### src/rtl/radix_divider.sv
// Iterative restoring integer divider retiring BITS_PER_CYCLE quotient bits per clock.
// Signed operands are divided as magnitudes; signs are applied in a single fix-up cycle.
//
// state   | meaning
// IDLE    | results held, waiting for activate
// ITERATE | shift/compare/subtract, BITS_PER_CYCLE bits per edge
// FIXUP   | apply signs and flags, publish results, raise done
module radix_divider #(
  parameter int WIDTH          = 32,
  parameter int BITS_PER_CYCLE = 1
) (
  input  logic             clock,
  input  logic             reset,
  input  logic [WIDTH-1:0] leftOperand,
  input  logic [WIDTH-1:0] rightOperand,
  input  logic             isSigned,
  input  logic             activate,
  output logic             busy,
  output logic             done,
  output logic [WIDTH-1:0] quotient,
  output logic [WIDTH-1:0] remainder,
  output logic             divisionByZero,
  output logic             overflow
);

  localparam int N  = WIDTH / BITS_PER_CYCLE;
  localparam int CW = $clog2(N + 1);
  localparam logic [CW-1:0] CNT_LOAD = CW'(N);
  localparam logic [CW-1:0] CNT_LAST = CW'(1);
  localparam logic [WIDTH-1:0] SIGNED_MIN = {1'b1, {(WIDTH-1){1'b0}}};

  typedef enum logic [1:0] {IDLE, ITERATE, FIXUP} state_t;

  state_t           state_q, state_d;
  logic [CW-1:0]    cnt_q, cnt_d;
  logic [WIDTH:0]   rem_q, rem_d;
  logic [WIDTH-1:0] quo_q, quo_d;
  logic [WIDTH-1:0] div_q, div_d;
  logic             neg_quo_q, neg_quo_d;
  logic             neg_rem_q, neg_rem_d;
  logic             zero_q, zero_d;
  logic             ovf_pend_q, ovf_pend_d;
  logic             done_q, done_d;
  logic [WIDTH-1:0] quotient_q, quotient_d;
  logic [WIDTH-1:0] remainder_q, remainder_d;
  logic             dbz_q, dbz_d;
  logic             ovf_q, ovf_d;

  logic             left_neg, right_neg;
  logic [WIDTH:0]   step_rem;
  logic [WIDTH-1:0] step_quo;

  always_ff @(posedge clock or negedge reset) begin
    if (!reset) begin
      state_q     <= IDLE;
      cnt_q       <= '0;
      rem_q       <= '0;
      quo_q       <= '0;
      div_q       <= '0;
      neg_quo_q   <= 1'b0;
      neg_rem_q   <= 1'b0;
      zero_q      <= 1'b0;
      ovf_pend_q  <= 1'b0;
      done_q      <= 1'b0;
      quotient_q  <= '0;
      remainder_q <= '0;
      dbz_q       <= 1'b0;
      ovf_q       <= 1'b0;
    end else begin
      state_q     <= state_d;
      cnt_q       <= cnt_d;
      rem_q       <= rem_d;
      quo_q       <= quo_d;
      div_q       <= div_d;
      neg_quo_q   <= neg_quo_d;
      neg_rem_q   <= neg_rem_d;
      zero_q      <= zero_d;
      ovf_pend_q  <= ovf_pend_d;
      done_q      <= done_d;
      quotient_q  <= quotient_d;
      remainder_q <= remainder_d;
      dbz_q       <= dbz_d;
      ovf_q       <= ovf_d;
    end
  end

  always_comb begin
    state_d = state_q;
    case (state_q)
      IDLE:    if (activate) state_d = (rightOperand == '0) ? FIXUP : ITERATE;
      ITERATE: if (cnt_q == CNT_LAST) state_d = FIXUP;
      FIXUP:   state_d = IDLE;
      default: state_d = IDLE;
    endcase
  end

  always_comb begin
    cnt_d       = cnt_q;
    rem_d       = rem_q;
    quo_d       = quo_q;
    div_d       = div_q;
    neg_quo_d   = neg_quo_q;
    neg_rem_d   = neg_rem_q;
    zero_d      = zero_q;
    ovf_pend_d  = ovf_pend_q;
    done_d      = done_q;
    quotient_d  = quotient_q;
    remainder_d = remainder_q;
    dbz_d       = dbz_q;
    ovf_d       = ovf_q;
    left_neg    = isSigned & leftOperand[WIDTH-1];
    right_neg   = isSigned & rightOperand[WIDTH-1];
    step_rem    = rem_q;
    step_quo    = quo_q;
    case (state_q)
      IDLE: begin
        if (activate) begin
          zero_d     = (rightOperand == '0);
          // On a zero divisor the raw dividend rides in quo_q to become the remainder.
          quo_d      = (zero_d || !left_neg) ? leftOperand : -leftOperand;
          div_d      = right_neg ? -rightOperand : rightOperand;
          rem_d      = '0;
          cnt_d      = CNT_LOAD;
          neg_quo_d  = left_neg ^ right_neg;
          neg_rem_d  = left_neg;
          ovf_pend_d = isSigned && (leftOperand == SIGNED_MIN) && (rightOperand == '1);
          done_d     = 1'b0;
        end
      end
      ITERATE: begin
        for (int i = 0; i < BITS_PER_CYCLE; i++) begin
          step_rem = {step_rem[WIDTH-1:0], step_quo[WIDTH-1]};
          step_quo = {step_quo[WIDTH-2:0], 1'b0};
          if (step_rem >= {1'b0, div_q}) begin
            step_rem    = step_rem - {1'b0, div_q};
            step_quo[0] = 1'b1;
          end
        end
        rem_d = step_rem;
        quo_d = step_quo;
        cnt_d = cnt_q - CNT_LAST;
      end
      FIXUP: begin
        if (zero_q) begin
          quotient_d  = '1;
          remainder_d = quo_q;
          dbz_d       = 1'b1;
          ovf_d       = 1'b0;
        end else begin
          quotient_d  = neg_quo_q ? -quo_q : quo_q;
          remainder_d = neg_rem_q ? -rem_q[WIDTH-1:0] : rem_q[WIDTH-1:0];
          dbz_d       = 1'b0;
          ovf_d       = ovf_pend_q;
        end
        done_d = 1'b1;
      end
      default: ;
    endcase
  end

  always_comb begin
    busy           = (state_q != IDLE);
    done           = done_q;
    quotient       = quotient_q;
    remainder      = remainder_q;
    divisionByZero = dbz_q;
    overflow       = ovf_q;
  end

endmodule

### config.mk
export PLATFORM = sky130hd
export DESIGN_NAME = radix_divider
export DESIGN_NICKNAME = d
export VERILOG_FILES = /design/src/rtl/radix_divider.sv
export SDC_FILE = /design/constraint.sdc
export NUM_CORES = 1
export LEC_CHECK = 0
export ABC_AREA = 1
export CAP_MARGIN = 5
export CORE_MARGIN = 2
export CORE_UTILIZATION = 40
export DETAILED_ROUTE_END_ITERATION = 12
export PLACE_DENSITY = 0.69
export SYNTH_ARGS = -nofsm -noshare
export SYNTH_HDL_FRONTEND = slang
export SYNTH_SLANG_ARGS = --single-unit
### constraint.sdc
create_clock -name clock -period 2.95 [get_ports clock]
set_clock_uncertainty 0.05 [all_clocks]
set_input_delay 0.59 -clock clock [delete_from_list [all_inputs] [get_ports clock]]
set_output_delay 0.59 -clock clock [all_outputs]
set_load 0.01 [all_outputs]
==> summary by stage, run 1 <==
Status
The flow ran to the end, and the final reports show no timing, DRC or antenna violations.

Drt
After the first detailed-routing iteration, the DRC count stood at about 1.3k. The count of nets left with antenna violations after detail routing is 0. The routed via count is 14.2k. After detailed routing, the total wire length is 46,700 um. Dividing the detail-routed wire length by the instance count gives 17.3 um. The number of vias per cell after detailed routing is between 5 and 6. The total iterations of the first detailed-routing run is 8.

The count of unresolved DRC violations after routing is 0.

Layout
The sequential cell area is 0.00438 mm2. From synthesis to final layout, the design area changed by 19.9%. The total inserted antenna cells is 0. In the layout the commonest cells are 640 x sky130_fd_sc_hd__nand2_1, 299 x sky130_fd_sc_hd__inv_1, 226 x sky130_fd_sc_hd__nand3_1, 178 x sky130_fd_sc_hd__nor2_1, 175 x sky130_fd_sc_hd__dfrtp_1.

The area of the multi-input gates is 0.00777 mm2. The most common cell after layout, fill and taps aside is sky130_fd_sc_hd__nand2_1. The share of cells above drive strength 1 is 0.0662. The end-of-flow core utilization is 0.488. At the end of the flow, the number of nets in the layout was 2,346.

The finished cells cover 0.0164 mm2. The layout has 3,419 filler cells.

Floorplan
The total core area is 0.0335 mm2. The initial utilization of the core area, before any placement, comes to 0.407. Pin placement for this block handled 136 I/O pins. The floorplan step set the die height to 189 um. The overall die area is 0.0356 mm2. The site row count is 67. Measured along the x axis, the die boundary spans 189 um.

Critical path
The worst register-to-register path begins at quo_q[31]. The total buffers and inverters traversed by the critical path is 2. The launch point of the critical path is quo_q[31]. The critical path in this run is classified as register to register.

The largest delay contributor family on the critical path is simple AND/OR/NAND/NOR gates. The largest stage delay on the critical path is about 0.5 ns. Traced cell by cell, the critical path runs through inv_1, ha_1, inv_1, fa_1, nand2_1, nand3_1, nand2_1, nand2_1, nand2_1, nand3b_1, nand2_1, nand2_1, nand3_1, nand2_1.

The highest net fanout along the worst path is 4. The kind of start point of the critical path is a register. The cell that appears most often on the critical path is sky130_fd_sc_hd__nand2_1. The nature of the critical path endpoint is a register. The arrival time at the worst endpoint is roughly 2.9 ns.

The master of the slowest instance on the critical path is sky130_fd_sc_hd__fa_1. The worst endpoint required time is 3.22 ns.

Clock network
Counting every sink on the clock net gives approximately 180. Clock tree synthesis inserted a total of 17 buffers. The root buffer cell is sky130_fd_sc_hd__clkbuf_16. The latest clock arrival within the worst-skew pair is 0.45 ns. Clock-pin slew was measured on the worst setup and hold paths at 0.08 ns. The H-tree depth is 4. The CTS tree is yes. In this run, post-CTS repair resized a total of 0 instances. The number of buffers between clock root and the deepest sink is 2.

Power and ir drop
The analysis attributes to cell leakage a power of ~0.0080 uW. The part of the total power dissipated in the clock network is 0.123. The internal power is 9380 uW. The total power per unit cell area is 1200 mW/mm2. Across the VDD grid, the largest voltage drop is 512 uV. The sequential share of power is 0.241. Of the total power, combinational logic draws 0.636. Of the total power, the share spent switching nets is 0.523.

The switching power summed over all nets is about 10,000 uW.

Synth
The cell area that synthesis handed to floorplanning was between 0.01 and 0.015 mm2. The synthesized design contains 175 register bits. Of the total synthesized cell area, the portion taken by full adders, half adders and majority gates is 0.0372.

The most used flip-flop cell after synthesis is sky130_fd_sc_hd__dfrtp_1. The simple-gate share of the synthesized area is 0.373. The multiplexer share of the synthesized area is 0.

Synthesis produced a netlist with a net count of 2,197. The count of flip-flops with a built-in enable after synthesis is 0. Of the total synthesized cell area, the portion taken by XOR and XNOR cells is 0.0482.

During synthesis, Yosys emitted a total of 0 warnings. The fraction of the mapped netlist area in compound gates is 0.111. Synthesis produced 2,089 cells.

After synthesis, the share of flip-flops with an asynchronous set or reset is 1.00. The per-instance average area after synthesis is between 6 and 7 um2. For this run, the register share of the synthesized area comes to 0.321. The main combinational cell family by area after synthesis is simple AND/OR/NAND/NOR gates. The number of different library cells used by synthesis comes to 51.

Global route
The total global-route track usage is 0.261. Entering global routing, the biggest net connects 65 pins. The total congestion overflow is 0.

The first-pass GRT wire length is between 70,000 and 80,000 um. The initial antenna violation count is 0. The number of global-route vias before repair is between 10k and 15k.

STA
The number of failing hold endpoints at the final stage is 0. Setup violations remaining at the end of the flow were counted as 0. The final-report max-slew violation count is 0. Across all setup checks in the final design, the least slack found is 0.315 ns. Setup repair after global routing left no endpoint under its margin.

The minimum period implied by the final worst setup slack is 2.63 ns. For the final routed database, the setup TNS stands at 0 ns. The normalized max-slew margin is 0.482.

Derived from the worst setup path, the maximum achievable clock frequency is 0.380 GHz. The worst hold margin is 0.432 ns. In the finished design, the share of the clock period the worst path needs comes to 0.893. The slew at the pin with the worst max-slew slack is 0.771 ns.

Placed design
The placement-stage worst setup slack is -0.0444 ns. Once detailed placement completed, the half-perimeter wirelength came to between 30,000 and 40,000 um. In this run the cell area measured after placement is 0.0157 mm2. The global placement routability congestion is 0.980.

The number of buffer cells added on primary ports is 135.

Flow run
The count of max-cap constraint violations is 0.

Worst hold path
In this run the most critical hold path is launched from divisionByZero. In this run the worst hold path is classified as register to register.
## cells in the mapped netlist (all sizes together), types with 14 or more instances
library cell / instances / area share
a21oi: 45 / 0.017
a22oi: 26 / 0.014
buf: 32 / 0.015
clkbuf: 32 / 0.0088
dfrtp: 175 / 0.32
ha: 39 / 0.036
inv: 310 / 0.085
nand2: 645 / 0.18
nand3: 234 / 0.089
nand4: 34 / 0.016
nor2: 199 / 0.060
nor3: 26 / 0.011
o211ai: 15 / 0.0086
o21ai: 108 / 0.040
o221ai: 14 / 0.0090
xnor2: 23 / 0.015
xor2: 52 / 0.033
## final timing paths
check                                       to  slack, ns  cells past startpoint
worst max-delay path                 rem_q[26]       0.32                     14
worst min-delay path            divisionByZero       0.43                      2
worst max register to register       rem_q[26]       0.32                     14
worst min register to register  divisionByZero       0.43                      2
max in group asynchronous             div_q[1]       1.51                      3
min in group asynchronous          quotient[1]       0.52                      2
## power groups by stage
stage | clock network, uW | logic [uW] | registers (uW)
after global routing | 2530 | 14000 | 4810
after global placement | 0 | 12200 | 4710
after detailed placement | 0 | 12300 | 4720
after CTS | 2450 | 12400 | 4690
final | 2420 | 12500 | 4730
after floorplan | 0 | 8420 | 4410
## worst min-delay path: stages (launching register included)
cell                      delay (ns)
sky130_fd_sc_hd__dfrtp_1        0.35
sky130_fd_sc_hd__nand2_1        0.06
sky130_fd_sc_hd__nand2_1        0.05
## cells by family (layout without fill, tap and decap cells)
logic type | Yosys count | after routing
buffers and inverters | 376 | 538
AOI/OAI and AO/OA | 251 | 251
DFF | 175 | 175
and+or+nand+nor | 1172 | 1172
xor gates and xnor gates | 75 | 75
adders and majority gates | 40 | 40
## flip-flops by register name (all words and copies together), names as in the netlist
signal,flops
done,1
divisionByZero,1
rem_q,32
div_q,32
state_q,2
cnt_q,6
neg_quo_q,1
quotient,32
quo_q,32
overflow,1
neg_rem_q,1
ovf_pend_q,1
zero_q,1
remainder,32
## per-layer routing
metal	GRT usage	share of wire	up-vias	routed length, um
met2	0.419	0.45	470	21200
met3	0.0285	0.059	60	2770
li1	-	-	7006	-
met4	0.0736	0.022	0	1040
met5	0	0	-	0
met1	0.373	0.46	6686	21700
## layout make-up
class,instances,share of cell area
Multi-Input combinational cell,1538,0.475
Clock inverter,14,0.0110
Sequential cell,175,0.268
Timing Repair Buffer,194,0.114
Clock buffer,18,0.0262
Inverter,312,0.0716
Tap cell,448,0.0343
## repair_timing
| item | 4_1_cts | 5_1_grt |
|---|---|---|
| hold buffers | 1 | 0 |
| endpoints found under the hold margin | 21 | 0 |
| buffers inserted | 0 | 0 |
## metrics by stage
stage          instances  power (uW)
2_1_floorplan       2089       12800
3_3_place_gp        2666       16900
3_5_place_dp        2666       17100
4_1_cts             2699       19500
5_1_grt             2699       21300
6_report            2699       19700
Note: power is estimated with default switching activity, not from simulation.
==> inputs of run 2 (changes only) <==
--- a/config.mk
+++ b/config.mk
@@ -7,10 +7,12 @@
 export LEC_CHECK = 0
 export ABC_AREA = 1
 export CAP_MARGIN = 5
+export CELL_PAD_IN_SITES_DETAIL_PLACEMENT = 2
+export CELL_PAD_IN_SITES_GLOBAL_PLACEMENT = 2
 export CORE_MARGIN = 2
-export CORE_UTILIZATION = 40
+export CORE_UTILIZATION = 35
 export DETAILED_ROUTE_END_ITERATION = 12
-export PLACE_DENSITY = 0.69
+export PLACE_DENSITY = 0.95
 export SYNTH_ARGS = -nofsm -noshare
 export SYNTH_HDL_FRONTEND = slang
 export SYNTH_SLANG_ARGS = --single-unit
==> run 2 against run 1 <==
Maximum frequency fell by 7.0%; clock power up 5%; wire length grew 60%; non-clock buffer count decreased by 1; core utilization shrank 6.1 points; sequential share of layout area decreased by 0.15 points; count of clock-buffer cells in the layout did not move; critical path depth down 2; die area up 14%; critical path type unchanged; largest power group unchanged.
==> summary by stage, run 2 (synthesis results as in run 1) <==
Status
The flow ran to the end, and the final reports show no timing, DRC or antenna violations.

Global route
The initial antenna violation count is 2. Summed over all layers, the global routing overflow is 0. For this run, the total global-route usage over all layers was measured as 0.368. Entering global routing, the biggest net connects 56 pins. The number of global-route vias before repair is 18.3k. The first global-routing pass estimated around 110,000 um of wire.

STA
The normalized max-slew margin is 0.312. The slew at the pin with the worst max-slew slack is 1.02 ns. The number of setup violations in the final report is 0. Dividing the final minimum period by the clock period gives 0.960. In the post-route analysis, the smallest setup slack over all paths is between 0.1 and 0.15 ns. The final-report max-slew violation count was 0.

The worst hold margin is 0.0292 ns. The number of failing hold endpoints at the final stage was 0. After layout, the minimum clock period comes to 2.83 ns.

The highest clock frequency the design can meet is 0.353 GHz. Setup repair after global routing left no endpoint under its margin.

Floorplan
After floorplanning, the core was divided into slightly above 70 placement rows. In this run the standard cell core region covers 0.0386 mm2. The floorplan step defined a die boundary enclosing between 0.04 and 0.05 mm2. The number of top-level pins is 136. The starting utilization of the core area is 0.354. The die outline height is 201 um. From left edge to right edge, the die measures 201 um.

Layout
The layout filler cell count is between 4k and 5k. The area growth from synthesis to layout is 20.6%. The top cell types in the final layout, fill and taps aside, are 640 x sky130_fd_sc_hd__nand2_1, 299 x sky130_fd_sc_hd__inv_1, 226 x sky130_fd_sc_hd__nand3_1, 177 x sky130_fd_sc_hd__nor2_1, 175 x sky130_fd_sc_hd__dfrtp_1. The share of cells above drive strength 1 is 0.0689. The final-stage net count is 2,345. The most common cell after layout, fill and taps aside is sky130_fd_sc_hd__nand2_1.

The end-of-flow core utilization is 0.427.

Critical path
The arrival time at the worst endpoint is 3.13 ns. The launch point of the critical path is rem_q[15]. The nature of the critical path endpoint is a register.

In this run the worst setup path terminates at rem_q[25]. The reg-to-reg startpoint is rem_q[15]. For flop-to-flop paths, the worst setup slack is 0.12 ns.

The critical setup path kind is register to register. The endpoint of the most critical register-to-register path is rem_q[25]. The worst setup path is launched from a register. The count of cells along the worst register-to-register path is 12. The highest net fanout along the worst path is 33. Data on the critical path is required at its endpoint by 3.25 ns.

Drt
Before antenna repair, the detailed router went through 6 iterations. The number of vias per cell after detailed routing is 5.90. The routed length per placed instance is approximately 27 um.

The aggregate routed wire length is 74,700 um. In this run the remaining antenna-violating nets after routing total 0. The count of unresolved DRC violations after routing is 0.

In this run, the number of DRC markers left after iteration 0 of detailed routing was 1,286. Summing over every cut layer, the via total after detailed routing is 16.3k.

Clock network
Counting along the longest clock path gives a buffer depth of 2. TritonCTS built the clock tree. After clock tree synthesis, the clock-pin slew on the worst setup and hold paths is ~0.1 ns. The H-tree depth is 4. The later pin in the worst-skew pair is clocked with a latency of 0.50 ns. CTS placed an instance of sky130_fd_sc_hd__clkbuf_16 at the clock tree root. The CTS buffer count is 17.

The clock drives 175 sinks. The number of setup buffers added after CTS is 0.

Power and ir drop
The design draws 22,400 uW. The worst voltage drop across the vdd grid is 419 uV. The leakage power is 0.00799 uW. The total power per unit cell area is 1360 mW/mm2.

Placed design
The number of buffer cells added on primary ports is 135. The global placement routability congestion is 0.909. After legalization and detailed placement, the total HPWL measured 53,000 um. The placement-stage worst setup slack is -0.213 ns.

Worst hold path
The worst hold path class is input port to async pin.

Flow run
Max-cap violations in this run came to 0.
## run 2: final cells by class
type / instances / area (um2) / area share
inverters: 312 / 1170 / 0.0712
multi-input cells: 1538 / 7800 / 0.474
repair buffers: 193 / 1840 / 0.112
clock inverters: 14 / 164 / 0.00997
clock buffers: 18 / 439 / 0.0267
diodes: 1 / 2.50 / 0.000152
flip-flops and latches: 175 / 4380 / 0.266
well taps: 518 / 648 / 0.0394
## run 2: what timing repair did
item / 4_1_cts / 5_1_grt
hold buffers: 0 / 0
hold endpoints to repair: 0 / 0
endpoints found under the setup margin: 0 / 15
resized for setup: 0 / 7
## run 2: worst min-delay path by stage
stage                               from  cells after the start        endpoint
final                              reset                      1    quotient[11]
after global routing               reset                      1    quotient[11]
after CTS                          reset                      1    quotient[11]
after detailed placement  divisionByZero                      2  divisionByZero
after global placement          div_q[2]                      2        div_q[2]
after floorplan                    reset                      0        cnt_q[0]
## run 2: per-stage QoR
stage / TNS [ns] / instance area, um2 / instances
2_1_floorplan: 0 / 13600 / 2089
3_3_place_gp: 0 / 15800 / 2736
3_5_place_dp: -2.68 / 15800 / 2736
4_1_cts: 0 / 16400 / 2768
5_1_grt: 0 / 16400 / 2768
6_report: 0 / 16400 / 2769
## run 2: critical path, cell delays in order, from the launching register on
cell and delay, ns:
sky130_fd_sc_hd__dfrtp_1 0.52, sky130_fd_sc_hd__ha_1 0.45, sky130_fd_sc_hd__nand2_1 0.16, sky130_fd_sc_hd__nor2_1 0.23, sky130_fd_sc_hd__nand2_1 0.13, sky130_fd_sc_hd__nor2_2 0.21
sky130_fd_sc_hd__nand3_1 0.13, sky130_fd_sc_hd__nand3_2 0.12, sky130_fd_sc_hd__nor2_4 0.07, sky130_fd_sc_hd__nand2_8 0.24, sky130_fd_sc_hd__nand2_1 0.15, sky130_fd_sc_hd__nand3_1 0.11
sky130_fd_sc_hd__nand2_1 0.12
## run 2: power breakdown
group          switching, uW  internal, uW  leakage (uW)
clock network           1310          1240      0.000296
registers               1570          3490       0.00213
logic                  10100          4620       0.00557
total                  13000          9340       0.00799
## run 2: per-layer routing
layer	GRT usage	vias up	routed length [um]
met5	0	-	13
met4	0.217	2	4530
met3	0.0701	279	4690
met2	0.631	725	36600
met1	0.428	8339	28900
li1	-	6986	-
